$ cat config.mk
export PLATFORM = sky130hd
export DESIGN_NAME = if_stage_flat
export DESIGN_NICKNAME = d
export VERILOG_FILES = /design/src/rtl/if_stage_pkg.sv /design/src/rtl/if_stage_if.sv /design/src/rtl/if_stage.sv /design/src/flat_wrapper.sv
export SDC_FILE = /design/constraint.sdc
export NUM_CORES = 1
export LEC_CHECK = 0
export ABC_AREA = 1
export CELL_PAD_IN_SITES_DETAIL_PLACEMENT = 1
export CELL_PAD_IN_SITES_GLOBAL_PLACEMENT = 1
export CORE_MARGIN = 2
export CORE_UTILIZATION = 32
export CTS_BUF_LIST = sky130_fd_sc_hd__clkbuf_8
export CTS_CLUSTER_SIZE = 30
export DETAILED_ROUTE_END_ITERATION = 7
export MAX_ROUTING_LAYER = met4
export PLACE_DENSITY = 0.92
export SLEW_MARGIN = 20
export SYNTH_ARGS = -nofsm -noshare
export SYNTH_HDL_FRONTEND = slang
export SYNTH_SLANG_ARGS = --single-unit
$ cat constraint.sdc
create_clock -name clk -period 1.9 [get_ports clk]
set_input_delay 0.38 -clock clk [delete_from_list [all_inputs] [get_ports clk]]
set_output_delay 0.38 -clock clk [all_outputs]
set_load 0.005 [all_outputs]
$ cat src/rtl/if_stage_pkg.sv
// Shared widths, encodings and bus layouts for the instruction-fetch stage.
// Decode imports the same package so both ends agree on the redirect and fetch buses.
package if_stage_pkg;

  localparam int unsigned STALL_BUS_WD = 6;
  localparam int unsigned BR_WD        = 33;
  localparam int unsigned IF_TO_ID_WD  = 33;
  localparam int unsigned STALL_IF_BIT = 0;

  localparam logic        STOP     = 1'b1;
  localparam logic        NO_STOP  = 1'b0;
  localparam logic [31:0] RESET_PC = 32'hBFBF_FFFC;
  localparam logic [31:0] PC_STEP  = 32'd4;

  typedef struct packed {
    logic        br_e;
    logic [31:0] br_addr;
  } br_bus_t;

  typedef struct packed {
    logic        ce;
    logic [31:0] pc;
  } if_to_id_t;

  // A live redirect beats a parked one; otherwise fall through sequentially (wraps mod 2^32).
  function automatic logic [31:0] next_pc(input br_bus_t br, input logic pend_v,
                                          input logic [31:0] pend_addr, input logic [31:0] pc);
    logic [31:0] npc;
    if (br.br_e) begin
      npc = br.br_addr;
    end else if (pend_v) begin
      npc = pend_addr;
    end else begin
      npc = pc + PC_STEP;
    end
    return npc;
  endfunction

endpackage

$ cat src/rtl/if_stage_if.sv
// Fetch-stage bus bundle: stall/redirect inputs, decode slot and instruction SRAM port.
// The master side is the fetch stage; the slave side is the pipeline/SRAM environment.
interface if_stage_if;
  import if_stage_pkg::*;

  logic [STALL_BUS_WD-1:0] stall;
  br_bus_t                 br_bus;
  if_to_id_t               if_to_id_bus;
  logic                    inst_sram_en;
  logic [3:0]              inst_sram_wen;
  logic [31:0]             inst_sram_addr;
  logic [31:0]             inst_sram_wdata;

  modport master (
    input  stall,
    input  br_bus,
    output if_to_id_bus,
    output inst_sram_en,
    output inst_sram_wen,
    output inst_sram_addr,
    output inst_sram_wdata
  );

  modport slave (
    output stall,
    output br_bus,
    input  if_to_id_bus,
    input  inst_sram_en,
    input  inst_sram_wen,
    input  inst_sram_addr,
    input  inst_sram_wdata
  );

endinterface

$ cat src/rtl/if_stage.sv
// Instruction-fetch stage: PC register, next-PC mux and a one-entry parked redirect
// that remembers a branch target seen while the stage is stalled.
module if_stage
  import if_stage_pkg::*;
(
  input  logic        clk,
  input  logic        rst,
  if_stage_if.master  bus
);

  logic [31:0] pc_r;
  logic        ce_r;
  logic        pend_v_r;
  logic [31:0] pend_addr_r;

  logic [31:0] pc_nxt_s;
  logic        ce_nxt_s;
  logic        pend_v_nxt_s;
  logic [31:0] pend_addr_nxt_s;
  logic        stop_s;

  assign stop_s = (bus.stall[STALL_IF_BIT] == STOP);

  // Next-state: advance when free, otherwise hold the PC and park any redirect (last one wins).
  always_comb begin
    pc_nxt_s        = pc_r;
    ce_nxt_s        = ce_r;
    pend_v_nxt_s    = pend_v_r;
    pend_addr_nxt_s = pend_addr_r;
    if (!stop_s) begin
      pc_nxt_s     = next_pc(bus.br_bus, pend_v_r, pend_addr_r, pc_r);
      ce_nxt_s     = 1'b1;
      pend_v_nxt_s = 1'b0;
    end else if (bus.br_bus.br_e) begin
      pend_v_nxt_s    = 1'b1;
      pend_addr_nxt_s = bus.br_bus.br_addr;
    end else begin
      pend_v_nxt_s    = pend_v_r;
      pend_addr_nxt_s = pend_addr_r;
    end
  end

  // State register; reset parks the PC one word before the boot vector and drops any redirect.
  always_ff @(posedge clk) begin
    if (rst) begin
      pc_r        <= RESET_PC;
      ce_r        <= 1'b0;
      pend_v_r    <= 1'b0;
      pend_addr_r <= 32'h0000_0000;
    end else begin
      pc_r        <= pc_nxt_s;
      ce_r        <= ce_nxt_s;
      pend_v_r    <= pend_v_nxt_s;
      pend_addr_r <= pend_addr_nxt_s;
    end
  end

  // The SRAM sees the PC register directly so data returns while decode holds that PC.
  assign bus.inst_sram_en    = ce_r;
  assign bus.inst_sram_addr  = pc_r;
  assign bus.inst_sram_wen   = 4'b0000;
  assign bus.inst_sram_wdata = 32'h0000_0000;
  assign bus.if_to_id_bus    = '{ce: ce_r, pc: pc_r};

endmodule

$ cat src/flat_wrapper.sv
// flat-port wrapper written by rule: the top's interface ports become plain ports
module if_stage_flat import if_stage_pkg::*;
  (clk, rst, bus_stall, bus_br_bus, bus_if_to_id_bus, bus_inst_sram_en, bus_inst_sram_wen, bus_inst_sram_addr, bus_inst_sram_wdata);
  if_stage_if bus_i ();
  input  logic clk;
  input  logic rst;
  input wire logic [$bits(bus_i.stall)-1:0] bus_stall;
  input wire logic [$bits(bus_i.br_bus)-1:0] bus_br_bus;
  output wire logic [$bits(bus_i.if_to_id_bus)-1:0] bus_if_to_id_bus;
  output wire logic [$bits(bus_i.inst_sram_en)-1:0] bus_inst_sram_en;
  output wire logic [$bits(bus_i.inst_sram_wen)-1:0] bus_inst_sram_wen;
  output wire logic [$bits(bus_i.inst_sram_addr)-1:0] bus_inst_sram_addr;
  output wire logic [$bits(bus_i.inst_sram_wdata)-1:0] bus_inst_sram_wdata;
  assign bus_i.stall = bus_stall;
  assign bus_i.br_bus = bus_br_bus;
  assign bus_if_to_id_bus = bus_i.if_to_id_bus;
  assign bus_inst_sram_en = bus_i.inst_sram_en;
  assign bus_inst_sram_wen = bus_i.inst_sram_wen;
  assign bus_inst_sram_addr = bus_i.inst_sram_addr;
  assign bus_inst_sram_wdata = bus_i.inst_sram_wdata;
  if_stage u_core (.clk(clk), .rst(rst), .bus(bus_i));
endmodule
==> impl_metrics.py <==
metrics = {
    "pwr": {
        "leakage_nw": 2.42,
        "power.density_nw_per_um2": 818,
        "vdd.ir_drop.worst_mv": 0.402,
    },
    "clocking": {
        "cts.sinks": 66,
        "clockBufferDepth": 2,
        "cts_resized": 0,
        "cts_setup_buffers": 0,
        "postCtsHoldBufs": 0,
        "cts_buffers": 9,
        "cts_tree": "done",
        "cts_root_buf": "clkbuf_8",
        "clock_latency_ns": 0.36,
        "htree_levels": 3,
        "clk_pin_slew_ns": 0.07,
    },
    "global_routing": {
        "busiest_layer": "met2",
        "grt_pass1_vias": 4288,
        "grt_usage": 0.221,
        "antenna_found_initial": 0,
        "grt_pass1_wl_um": 22200,
        "grt_max_degree": 38,
        "grt_use_met1": 0.270,
        "grt-ovfl-total": 0,
        "use_met3": 0.0288,
        "gr-usage-met2": 0.355,
    },
    "synth": {
        "syn_inst": 594,
        "synth.ff_latch_count": 66,
        "yosys_warnings": 0,
        "synthTopCellsByArea": "dfxtp_1 33%, buf_4 13%, nand2_1 11%, nor2_1 11%, a221oi_1 5.5%",
        "synth.top_cell.area_share": 0.332,
        "yosysSeqAreaShare": 0.332,
        "synth.avg_cell_area_um2": 6.70,
        "netlist-cell-type-count": 30,
        "syn-cell-area_um2": 3980,
        "synth_top_area_cell": "dfxtp_1",
    },
    "placed_design": {
        "gp_congestion": 0.936,
        "hpwl_um": 10400,
        "place_area_um2": 5010,
        "port_buffers": 101,
        "place_ws_ns": -0.0526,
    },
    "timing": {
        "finClkSkew_ns": 0.0113,
        "setup_slack_ns": 0.0760,
        "hold_violations": 0,
        "max_freq_mhz": 548,
        "drv_slew": 0,
        "setup_viol": 0,
        "post-route-period-util": 0.960,
        "grt_setup_unrepaired": "no",
        "min_period_ns": 1.82,
    },
    "drt": {
        "initialDrtViolationCount": 178,
        "route.detailed.drc": 0,
        "ant_nets": 0,
        "wl_per_cell_um": 16.4,
        "detail_route.vias_per_cell": 4.92,
        "wl_um": 14100,
        "drt-pass1-iter-count": 5,
        "via_count": 4230,
    },
    "finish": {
        "n_antenna_cell": 0,
        "seqCellArea_um2": 1320,
        "nets": 728,
        "final_area_um2": 5280,
        "syn2layout_area_growth_pct": 32.7,
        "fillers": 1546,
        "multi_input_area_um2": 2010,
        "drive_gt1_frac": 0.0912,
    },
    "min_path": {
        "hold_class": "flip-flop to flip-flop",
    },
    "critical_path": {
        "end_kind": "output pin",
        "cp.required_ns": 1.52,
        "crit_type": "flip-flop to output pin",
        "path_cells": "clkdlybuf4s50_1",
        "critical_path_arrival_ns": 1.44,
        "slowest_stage": "clkdlybuf4s50_1",
        "max_stage_delay_ns": 0.61,
        "critPathTopFamily": "buffers and inverters",
        "path_max_fanout": 6,
        "cp-start-kind": "flip-flop",
        "path_buf_inv": 1,
    },
    "floorplan": {
        "dieHeight_um": 116,
        "row_count": 40,
        "die_x_um": 116,
        "dieArea_um2": 13300,
        "start_util": 0.330,
        "core_area_um2": 12100,
        "io_pins": 143,
    },
    "run": {
        "maxCapViolCount": 0,
    },
    "status": {
        "status": "completed",
    },
}
==> tightest hold or removal path: stages, from the launching register on <==
cell,delay (ns)
dfxtp_1,0.32
inv_1,0.05
a21oi_1,0.05
==> cell usage after synthesis <==
| master | count |
|---|---|
| and2_1 | 1 |
| conb_1 | 1 |
| buf_1 | 3 |
| o22ai_1 | 2 |
| ha_1 | 1 |
| o221ai_1 | 1 |
| clkinv_1 | 1 |
| nand3_1 | 15 |
| buf_4 | 70 |
| inv_2 | 1 |
| o21ai_0 | 42 |
| nor2_2 | 4 |
| dfxtp_1 | 66 |
| o211ai_1 | 1 |
| nor2_4 | 4 |
| nand3b_1 | 2 |
| a22oi_1 | 4 |
| nor2_1 | 117 |
| buf_2 | 6 |
| nand2_1 | 121 |
| a211oi_1 | 5 |
| clkbuf_1 | 10 |
| nor3_1 | 2 |
| a221oi_1 | 25 |
| o21bai_1 | 1 |
| inv_1 | 39 |
| buf_6 | 2 |
| a21oi_1 | 39 |
| xor2_1 | 5 |
| nand2_2 | 3 |
==> power breakdown <==
group / total [mW] / switching, mW / internal (mW)
Sequential: 1.61 / 0.127 / 1.49
Clock: 1.61 / 0.581 / 1.03
Combinational: 1.09 / 0.591 / 0.499
==> final cells by class <==
cell class,instances,area share
Timing Repair Buffer,137,0.250
Clock buffer,10,0.0261
Multi-Input combinational cell,431,0.380
Tap cell,168,0.0398
Clock inverter,6,0.0244
Sequential cell,66,0.250
Inverter,41,0.0292
==> cells in the final DEF, fill, tap and decap left out, types with 10 or more instances in the layout <==
cell / n
a21oi_1: 39
a221oi_1: 25
buf_4: 33
clkbuf_8: 10
clkdlybuf4s50_1: 101
conb_1: 36
dfxtp_1: 66
inv_1: 40
nand2_1: 121
nand3_1: 15
nor2_1: 117
o21ai_0: 42
==> registers in the layout, summed over array words and instances, names as in the netlist <==
| register | cells |
|---|---|
| u_core.bus.inst_sram_addr | 32 |
| u_core.pend_addr_r | 32 |
| u_core.pend_v_r | 1 |
| u_core.bus.inst_sram_en | 1 |
==> per-layer routing <==
metal  vias to the layer above  routed length [um]
met5                         -                   0
met4                         0                 444
met3                        35                 723
met2                       142                6760
met1                      2036                6150
li1                       2017                   -
==> logic make-up after synthesis <==
family	synth area share
and+or+nand+nor	0.274
xor gates and xnor gates	0.0110
buffers and inverters	0.196
other	0.000942
adders and majority gates	0.00314
AOI/OAI and AO/OA	0.183
DFF	0.332
==> worst paths after layout <==
path	from	end	slack (ns)	depth (start not counted)
worst max-delay path	u_core.bus.inst_sram_addr[15]	bus_inst_sram_addr[15]	0.08	1
worst max register to register	u_core.bus.inst_sram_addr[4]	u_core.bus.inst_sram_addr[28]	0.30	9
worst min register to register	u_core.pend_addr_r[9]	u_core.pend_addr_r[9]	0.46	2
worst min-delay path	u_core.pend_addr_r[9]	u_core.pend_addr_r[9]	0.46	2
==> metrics by stage <==
step / setup TNS, ns / hold WS [ns] / util / total power [mW] / cells
after CTS: 0 / 0.463 / 0.438 / 4.33 / 859
after global routing: 0 / 0.479 / 0.438 / 4.53 / 859
after floorplan: 0 / 0.423 / - / 2.27 / 629
after detailed placement: -0.209 / 0.450 / 0.416 / 2.71 / 843
after global placement: -0.0137 / 0.432 / 0.416 / 2.66 / 843
final: 0 / 0.462 / 0.438 / 4.32 / 859
Note: power is estimated with default switching activity, not from simulation.
